### src/rtl/spi_seq_pkg.sv
// Shared types and constants for the SPI transaction sequencer.
// A frame is {RW, addr[6:0], data[7:0]}, shifted MSB first.
package spi_seq_pkg;

  typedef enum logic [2:0] {
    IDLE  = 3'd0,
    SETUP = 3'd1,
    SHIFT = 3'd2,
    HOLD  = 3'd3,
    GUARD = 3'd4
  } state_t;

  localparam int   FRAME_W         = 16;
  localparam int   RW_BIT          = 7;
  localparam logic RW_READ         = 1'b1;
  localparam int   DEFAULT_CLK_DIV = 4;

endpackage

### src/rtl/spi_sclk_divider.sv
// SCLK generator: toggles sclk every CLK_DIV clk cycles while run is high.
// The tick outputs flag the clk edge on which sclk rises or falls.
module spi_sclk_divider #(
  parameter int CLK_DIV = spi_seq_pkg::DEFAULT_CLK_DIV
) (
  input  logic clk,
  input  logic rst_n,
  input  logic run,
  output logic sclk,
  output logic rise_tick,
  output logic fall_tick
);

  localparam int CW = $clog2(CLK_DIV);

  logic [CW-1:0] cnt;
  logic          term;

  assign term      = run && (cnt == CW'(CLK_DIV - 1));
  assign rise_tick = term && !sclk;
  assign fall_tick = term && sclk;

  // Dropping run parks sclk low and rearms the count for the next frame.
  always_ff @(posedge clk or negedge rst_n) begin
    if (!rst_n) begin
      cnt  <= '0;
      sclk <= 1'b0;
    end else if (!run) begin
      cnt  <= '0;
      sclk <= 1'b0;
    end else if (term) begin
      cnt  <= '0;
      sclk <= ~sclk;
    end else begin
      cnt <= cnt + 1'b1;
    end
  end

endmodule

### src/rtl/spi_txn_sequencer.sv
// Round-robin arbitrated SPI master: one 16-bit mode-0 frame per grant,
// with setup, hold and minimum deselect (guard) time around each frame.
module spi_txn_sequencer
  import spi_seq_pkg::*;
#(
  parameter int CLK_DIV = DEFAULT_CLK_DIV,
  parameter int ADDR_W  = 7,
  parameter int DATA_W  = 8
) (
  input  logic              clk,
  input  logic              rst_n,
  input  logic [1:0]        req,
  input  logic [1:0]        rw,
  input  logic [ADDR_W-1:0] addr0,
  input  logic [ADDR_W-1:0] addr1,
  input  logic [DATA_W-1:0] wdata0,
  input  logic [DATA_W-1:0] wdata1,
  output logic [1:0]        grant,
  output logic [1:0]        done,
  output logic [DATA_W-1:0] rdata,
  output logic              busy,
  output logic              sclk,
  output logic              cs_n,
  output logic              mosi,
  input  logic              miso
);

  localparam int CW = $clog2(CLK_DIV);

  state_t              state, state_nxt;
  logic [CW-1:0]       wait_cnt;
  logic                wait_done;
  logic [3:0]          bit_cnt;
  logic [FRAME_W-1:0]  tx;
  logic [DATA_W-1:0]   rx;
  logic                owner;
  logic                last;
  logic                is_read;
  logic                win;
  logic                sel_rw;
  logic [ADDR_W-1:0]   sel_addr;
  logic [DATA_W-1:0]   sel_wdata;
  logic [FRAME_W-1:0]  frame_sel;
  logic                run;
  logic                rise_tick;
  logic                fall_tick;

  assign wait_done = (wait_cnt == CW'(CLK_DIV - 1));
  assign run       = (state == SHIFT);
  assign busy      = (state != IDLE);
  assign cs_n      = !((state == SETUP) || (state == SHIFT) || (state == HOLD));
  assign mosi      = tx[FRAME_W-1];

  spi_sclk_divider #(.CLK_DIV(CLK_DIV)) u_div (
    .clk       (clk),
    .rst_n     (rst_n),
    .run       (run),
    .sclk      (sclk),
    .rise_tick (rise_tick),
    .fall_tick (fall_tick)
  );

  // Winner selection: on contention the requester not served last wins.
  always_comb begin
    win       = 1'b0;
    sel_rw    = 1'b0;
    sel_addr  = '0;
    sel_wdata = '0;
    if (req == 2'b11) win = ~last;
    else              win = req[1];
    if (win) begin
      sel_rw    = rw[1];
      sel_addr  = addr1;
      sel_wdata = wdata1;
    end else begin
      sel_rw    = rw[0];
      sel_addr  = addr0;
      sel_wdata = wdata0;
    end
    frame_sel = {sel_rw, sel_addr, (sel_rw == RW_READ) ? {DATA_W{1'b0}} : sel_wdata};
  end

  always_ff @(posedge clk or negedge rst_n) begin
    if (!rst_n) state <= IDLE;
    else        state <= state_nxt;
  end

  always_comb begin
    state_nxt = state;
    unique case (state)
      IDLE:    if (|req) state_nxt = SETUP;
      SETUP:   if (wait_done) state_nxt = SHIFT;
      SHIFT:   if (fall_tick && (bit_cnt == 4'(FRAME_W - 1))) state_nxt = HOLD;
      HOLD:    if (wait_done) state_nxt = GUARD;
      GUARD:   if (wait_done) state_nxt = IDLE;
      default: state_nxt = IDLE;
    endcase
  end

  // Frame latch, serial shift/capture and the grant/done pulses.
  // wait_cnt restarts on every state change so each timed state lasts CLK_DIV cycles.
  always_ff @(posedge clk or negedge rst_n) begin
    if (!rst_n) begin
      grant    <= '0;
      done     <= '0;
      rdata    <= '0;
      tx       <= '0;
      rx       <= '0;
      bit_cnt  <= '0;
      wait_cnt <= '0;
      owner    <= 1'b0;
      last     <= 1'b1;
      is_read  <= 1'b0;
    end else begin
      grant    <= '0;
      done     <= '0;
      wait_cnt <= (state_nxt != state) ? '0 : wait_cnt + 1'b1;
      case (state)
        IDLE: begin
          if (|req) begin
            grant   <= win ? 2'b10 : 2'b01;
            owner   <= win;
            last    <= win;
            tx      <= frame_sel;
            rx      <= '0;
            bit_cnt <= '0;
            is_read <= (frame_sel[DATA_W+RW_BIT] == RW_READ);
          end
        end
        SHIFT: begin
          if (rise_tick) rx <= {rx[DATA_W-2:0], miso};
          if (fall_tick) begin
            if (bit_cnt == 4'(FRAME_W - 1)) begin
              tx <= '0;
            end else begin
              bit_cnt <= bit_cnt + 1'b1;
              tx      <= {tx[FRAME_W-2:0], 1'b0};
            end
          end
        end
        HOLD: begin
          if (wait_done) begin
            done <= owner ? 2'b10 : 2'b01;
            if (is_read) rdata <= rx;
          end
        end
        default: ;
      endcase
    end
  end

endmodule

### config.mk
export PLATFORM = sky130hd
export DESIGN_NAME = spi_txn_sequencer
export DESIGN_NICKNAME = d
export VERILOG_FILES = /design/src/rtl/spi_seq_pkg.sv /design/src/rtl/spi_sclk_divider.sv /design/src/rtl/spi_txn_sequencer.sv
export SDC_FILE = /design/constraint.sdc
export NUM_CORES = 1
export LEC_CHECK = 0
export ABC_AREA = 1
export CORE_ASPECT_RATIO = 1.5
export CORE_MARGIN = 2
export CORE_UTILIZATION = 45
export CTS_CLUSTER_DIAMETER = 50
export DETAILED_ROUTE_END_ITERATION = 10
export PLACE_DENSITY = 0.76
export SYNTH_ARGS = -nofsm -noshare
export SYNTH_HDL_FRONTEND = slang
export SYNTH_SLANG_ARGS = --single-unit
### constraint.sdc
create_clock -name clk -period 4.5 [get_ports clk]
set_input_delay 0.9 -clock clk [delete_from_list [all_inputs] [get_ports clk]]
set_output_delay 0.9 -clock clk [all_outputs]
set_load 0.05 [all_outputs]
==> metrics.txt, run 1 <==
type of destination of the critical path output port; max-cap check violation count 0; Final GP Congestion around 0.77; number of CTS-inserted buffers 5; vias per cell 5.03; Syn Nets approximately 340; initial antenna violation count 0; startpoint kind of the worst setup timing path flip-flop; worst hold path startpoint owner; number of optimization iterations in the first detailed-route pass 5; maximum VDD drop 0.209 mV; clock tree from TritonCTS yes; reported leakage power 1.55 nW; fill count 488; count of hold-fix buffers inserted at cts 0; die boundary height 95.7 µm; DR vias roughly 2.1k; Crit path required time around 3.6 ns; Initial Util 46.3%; Yosys warning total 0; maximum buffer depth of the clock tree 2; worst setup slack before clock tree synthesis 1.63 ns; top library cells by usage in the layout, fill and taps aside sky130_fd_sc_hd__nand2_1, sky130_fd_sc_hd__clkdlybuf4s50_1, sky130_fd_sc_hd__dfrtp_1, sky130_fd_sc_hd__nor2_1, sky130_fd_sc_hd__nand3_1; unrepaired setup endpoints after global routing no; number of standard-cell rows in the floorplan 33; NumNets Final 385; post-route antenna net violation count 0; share of the clock period used by the worst path after layout 62.7%; antenna fix cells 0; largest stage delay on the critical path around 0.85 ns; headroom to the max-slew limit 26.9%; Fmax ~350 MHz; count of cells resized by post-cts repair 0; register area around 0.0013 mm²; terminus of the critical flop-to-flop path tx[6]; share of cells above drive strength 1 9.54%; Slew Limit Fails 0; number of distinct library cells after synthesis 29; reg-to-reg setup timing slack 1.83 ns; 1st-iter DRT viols ~150; run status finished clean; start-to-end type of the worst setup path flip-flop to output port; area added between synthesis and finish 25.7%; final setup vio count 0; maximum fanout along the worst path 8; total power after layout 0.859 mW; Skew-Pair Late Insertion Delay 0.31 ns; GRT overflow 0; maximum number of pins on one net before global-route repair between 50 and 60; hold endpoint done[0]; data arrival at the endpoint of the critical path 1.92 ns; setup_tns 0 ns; FF+latch count, synth 51; maximum level of the CTS H-tree 2; Reg clk slew, reported paths 0.09 ns; first-pass GRT wire length 9010 µm; Clock Sinks 51; multi-input combinational cell area 0.00106 mm²; critical-path cell with the highest stage delay sky130_fd_sc_hd__clkdlybuf4s50_1; post-route worst setup slack 1.68 ns; Finished Core Util 58.2%; final critical delay including setup and external delays 2.82 ns; via count of the first global-routing pass 2048; depth of the most critical reg-to-reg path 8; dpl cells 408; power density over the cells 271 mW/mm²; boundary pin count 53; final-report hold violation count 0; placed wire-length estimate 3780 µm; launch point of the worst reg-to-reg path state[0]; commonest non-fill, non-tap cell in the layout sky130_fd_sc_hd__nand2_1; post-synthesis sequential area ratio 50.6%; core area 0.00545 mm²; Post-Syn Area 0.00252 mm²; GR Util All Layers 18.6%; post-synthesis average cell area between 8 and 9 µm²; cell count after synthesis slightly below 300; Clock Skews 0.00486 ns; DRC violation count after routing 0; number of port buffers 52; buffers inserted during post-CTS setup optimization 0; per-cell routed wire length 12.9 µm; Final Non-Filler Cells 416; DRT Wirelength approximately 5400 µm; worst min path class flip-flop to flip-flop; clock root cell sky130_fd_sc_hd__clkbuf_8; WHS Path Cells 1; Slew @ Worst Pin around 1.1 ns; cell-by-cell trace of the critical path o21ai_0 -> clkdlybuf4s50_1; die area slightly above 0.006 mm²; horizontal extent of the die 65.1 µm
-- critical path, delay by kind of cell, from the launching register on --
family	cells	cell delay, ns
AO/OA/AOI/OAI	1	0.28
buffers and inverters	1	0.85
flip-flops	1	0.49
-- how the worst max path moves through the flow --
stage	to	cells past startpoint	slack, ns	start
2_1_floorplan	cs_n	2	2.01	state[1]
3_3_place_gp	tx[7]	8	1.72	req[0]
3_5_place_dp	tx[6]	8	1.63	req[0]
4_1_cts	cs_n	2	1.64	state[1]
5_1_grt	tx[6]	7	1.60	state[1]
6_report	cs_n	2	1.68	state[1]
-- layer usage --
layer | global-route usage, % | part of all wire, % | vias to the layer above
met5 | 0 | 0 | -
met4 | 6.25 | 1.4 | 0
met2 | 34.8 | 50 | 54
li1 | - | - | 1057
met1 | 21.0 | 43 | 976
met3 | 3.39 | 4.9 | 6
-- registers in the layout, indices dropped and copies added (netlist names), 3 cells and up --
| register | count |
|---|---|
| tx | 16 |
| rdata | 8 |
| rx | 8 |
| bit_cnt | 4 |
| state | 3 |
-- stage by stage --
step / cell area, µm² / hold WS, ns
floorplan: 2520 / 0.403
global placement: 3050 / 0.411
detailed placement: 3050 / 0.423
CTS: 3170 / 0.429
global route: 3170 / 0.451
finish: 3170 / 0.423
-- synthesized netlist by cell type --
master	number	share of area (%)
sky130_fd_sc_hd__dfrtp_1	50	50
sky130_fd_sc_hd__nor2_4	1	0.45
sky130_fd_sc_hd__buf_6	2	0.89
sky130_fd_sc_hd__nand2_2	2	0.50
sky130_fd_sc_hd__xor2_1	1	0.35
sky130_fd_sc_hd__nor2_2	3	0.74
sky130_fd_sc_hd__o21ai_2	1	0.35
sky130_fd_sc_hd__inv_4	1	0.25
sky130_fd_sc_hd__nand2_1	77	11
sky130_fd_sc_hd__inv_2	1	0.15
sky130_fd_sc_hd__dfstp_2	1	1.0
sky130_fd_sc_hd__a31oi_1	8	2.0
sky130_fd_sc_hd__ha_1	3	1.5
sky130_fd_sc_hd__buf_2	3	0.60
sky130_fd_sc_hd__clkbuf_1	3	0.45
sky130_fd_sc_hd__nand3_1	33	6.5
sky130_fd_sc_hd__buf_4	4	1.2
sky130_fd_sc_hd__inv_1	25	3.7
sky130_fd_sc_hd__clkinv_1	1	0.15
sky130_fd_sc_hd__nand3_4	2	1.4
sky130_fd_sc_hd__nor3b_1	1	0.30
sky130_fd_sc_hd__mux2_2	8	3.6
sky130_fd_sc_hd__o211ai_1	9	2.7
sky130_fd_sc_hd__o21ai_0	8	1.6
sky130_fd_sc_hd__nand4_1	2	0.50
sky130_fd_sc_hd__or2_2	2	0.50
sky130_fd_sc_hd__a21oi_4	1	0.65
sky130_fd_sc_hd__nor2_1	36	5.4
sky130_fd_sc_hd__a21oi_1	8	1.6
-- power breakdown --
part,leakage [nW],switching (mW),internal (mW)
clock,0.0612,0.151,0.180
combinational,0.882,0.0285,0.0344
sequential,0.608,0.00300,0.462
-- kinds of logic (layout without fill, tap and decap cells) --
logic type	Yosys count	in the layout	share of synthesized area, %
xor+xnor	1	1	0.347
buf+inv	40	89	7.39
flops	51	51	50.6
fa+ha+maj	3	3	1.49
simple gates	159	159	27.7
compound gates	35	35	8.83
mux	8	8	3.57
-- cell type report --
cell class / instances / area share (%)
Sequential cell: 51 / 40.3
Multi-Input combinational cell: 206 / 33.4
Timing Repair Buffer: 53 / 16.5
Inverter: 28 / 3.39
Tap cell: 70 / 2.76
Clock buffer: 6 / 2.60
Clock inverter: 2 / 1.10
Power figures use the tool's default switching activity.
==> run 2: changes to the inputs <==
Settings changed: PLACE_DENSITY 0.76 to 0.79.
Clock period 4.5 ns to 2.5 ns, I/O delays scaled along.
==> metrics.txt, run 2 (same netlist as run 1, synthesis figures left out) <==
data arrival at the endpoint of the critical path 1.90 ns; biggest regs tx: 16 flops, rdata: 8 flops, rx: 8 flops; number of port buffers 52; Clock Sinks 51; register area 0.00128 mm²; multi-input combinational cell area 0.00106 mm²; count of cells resized by post-cts repair 0; unrepaired setup endpoints after global routing no; area added between synthesis and finish 27.0%; DRT Wirelength 5480 µm; type of destination of the critical path output port; worst min path class input port to asynchronous set/reset pin; final critical delay including setup and external delays roughly 2.4 ns; 1st-iter DRT viols 170; share of cells above drive strength 1 10.8%; maximum fanout along the worst path 8; Skew-Pair Late Insertion Delay 0.31 ns; start-to-end type of the worst setup path flip-flop to output port; initial antenna violation count 0; startpoint kind of the worst setup timing path flip-flop; max-cap check violation count 0; DRC violation count after routing 0; maximum VDD drop about 0.56 mV; first-pass GRT wire length 9350 µm; number of CTS-inserted buffers 5; via count of the first global-routing pass 2124; vias per cell 5.17; number of optimization iterations in the first detailed-route pass 4; die boundary height around 96 µm; total power after layout ~1.5 mW; boundary pin count between 50 and 60; Largest Register tx; maximum buffer depth of the clock tree 2; setup_tns 0 ns; placed wire-length estimate 3930 µm; GR Util All Layers approximately 19%; horizontal extent of the die between 60 and 70 µm; NumNets Final between 300 and 400; reported leakage power 1.57 nW; per-cell routed wire length between 10 and 15 µm; fill count 499; maximum level of the CTS H-tree 2; run status finished clean; final-report hold violation count 0; final setup vio count 0; Slew @ Worst Pin 0.549 ns; Slew Limit Fails 0; number of standard-cell rows in the floorplan 33; post-route antenna net violation count 0; clock root cell sky130_fd_sc_hd__clkbuf_8; power density over the cells 479 mW/mm²; maximum number of pins on one net before global-route repair 32; Fmax around 420 MHz; Crit path required time approximately 2 ns; DR vias 2175; commonest non-fill, non-tap cell in the layout sky130_fd_sc_hd__nand2_1; count of hold-fix buffers inserted at cts 0; share of the clock period used by the worst path after layout 95.9%; headroom to the max-slew limit 63.3%; number of flip-flops in the largest register 16; buffers inserted during post-CTS setup optimization 0; clock tree from TritonCTS yes; Final GP Congestion 0.840; Reg clk slew, reported paths 0.09 ns; final worst hold slack around 0.06 ns; Clock Skews between 0.01 and 0.015 ns; die area 0.00623 mm²; core area between 0.005 and 0.006 mm²; antenna fix cells 0; top library cells by usage in the layout, fill and taps aside sky130_fd_sc_hd__nand2_1, sky130_fd_sc_hd__clkdlybuf4s50_1, sky130_fd_sc_hd__dfrtp_1, sky130_fd_sc_hd__nor2_1, sky130_fd_sc_hd__nand3_1; GRT overflow 0; Initial Util 46.3%
## run 2: changes by cell type in the layout (fill, tap and decap cells not counted), sizes merged
cell,previous run,this run
buf,2,7
clkbuf,6,5
clkinv,2,3
## run 2: report_power, final
group / internal (mW) / switching, mW / total [mW]
logic: 0.0654 / 0.0530 / 0.118
registers: 0.832 / 0.00530 / 0.837
clock network: 0.298 / 0.281 / 0.579
total: 1.20 / 0.339 / 1.53
## run 2: worst max-delay path, stage by stage, from the launching register on
cell	delay, ns
sky130_fd_sc_hd__dfrtp_1	0.53
sky130_fd_sc_hd__inv_1	0.16
sky130_fd_sc_hd__nand2_1	0.12
sky130_fd_sc_hd__clkdlybuf4s50_1	0.80
## run 2: metal layers
layer  global-route usage, %  up-vias  wire length [µm]
met4                    6.08        0                89
met1                    22.7     1035              2330
met5                       0        -                 0
met2                    35.0       63              2740
li1                        -     1067                 -
met3                    4.21       10               323
## run 2: final timing paths
check	start	end	slack (ns)	cells past startpoint
setup / recovery	state[1]	busy	0.10	3
hold / removal	rst_n	tx[11]	0.06	1
setup reg to reg	state[1]	tx[4]	0.60	8
hold reg to reg	u_div.cnt[0]	u_div.cnt[0]	0.43	1
max in group asynchronous	rst_n	rdata[6]	1.82	2
min in group clk	u_div.cnt[0]	u_div.cnt[0]	0.43	1
## run 2: final cells by class
type | count | area share, %
sequential | 51 | 39.9
clock inverter | 3 | 1.37
tap | 70 | 2.73
inverter | 28 | 3.36
clock buffer | 5 | 2.15
timing repair buffer | 58 | 17.5
multi-input combinational | 206 | 33.0
## run 2: per-stage QoR
stage | setup WS (ns) | utilization (%) | instances | instance area, µm²
after floorplan | 0.408 | - | 297 | 2520
after global placement | 0.436 | 56.7 | 413 | 3090
after detailed placement | 0.418 | 56.7 | 413 | 3090
after CTS | 0.0836 | 58.8 | 421 | 3200
after global routing | 0.0232 | 58.8 | 421 | 3200
final | 0.103 | 58.8 | 421 | 3200
==> run 3: changes to the inputs <==
Settings changed: SLEW_MARGIN from default to 30.
==> results of run 3 <==
Same layout as run 2: the final DEF is identical, and so are final timing and power.
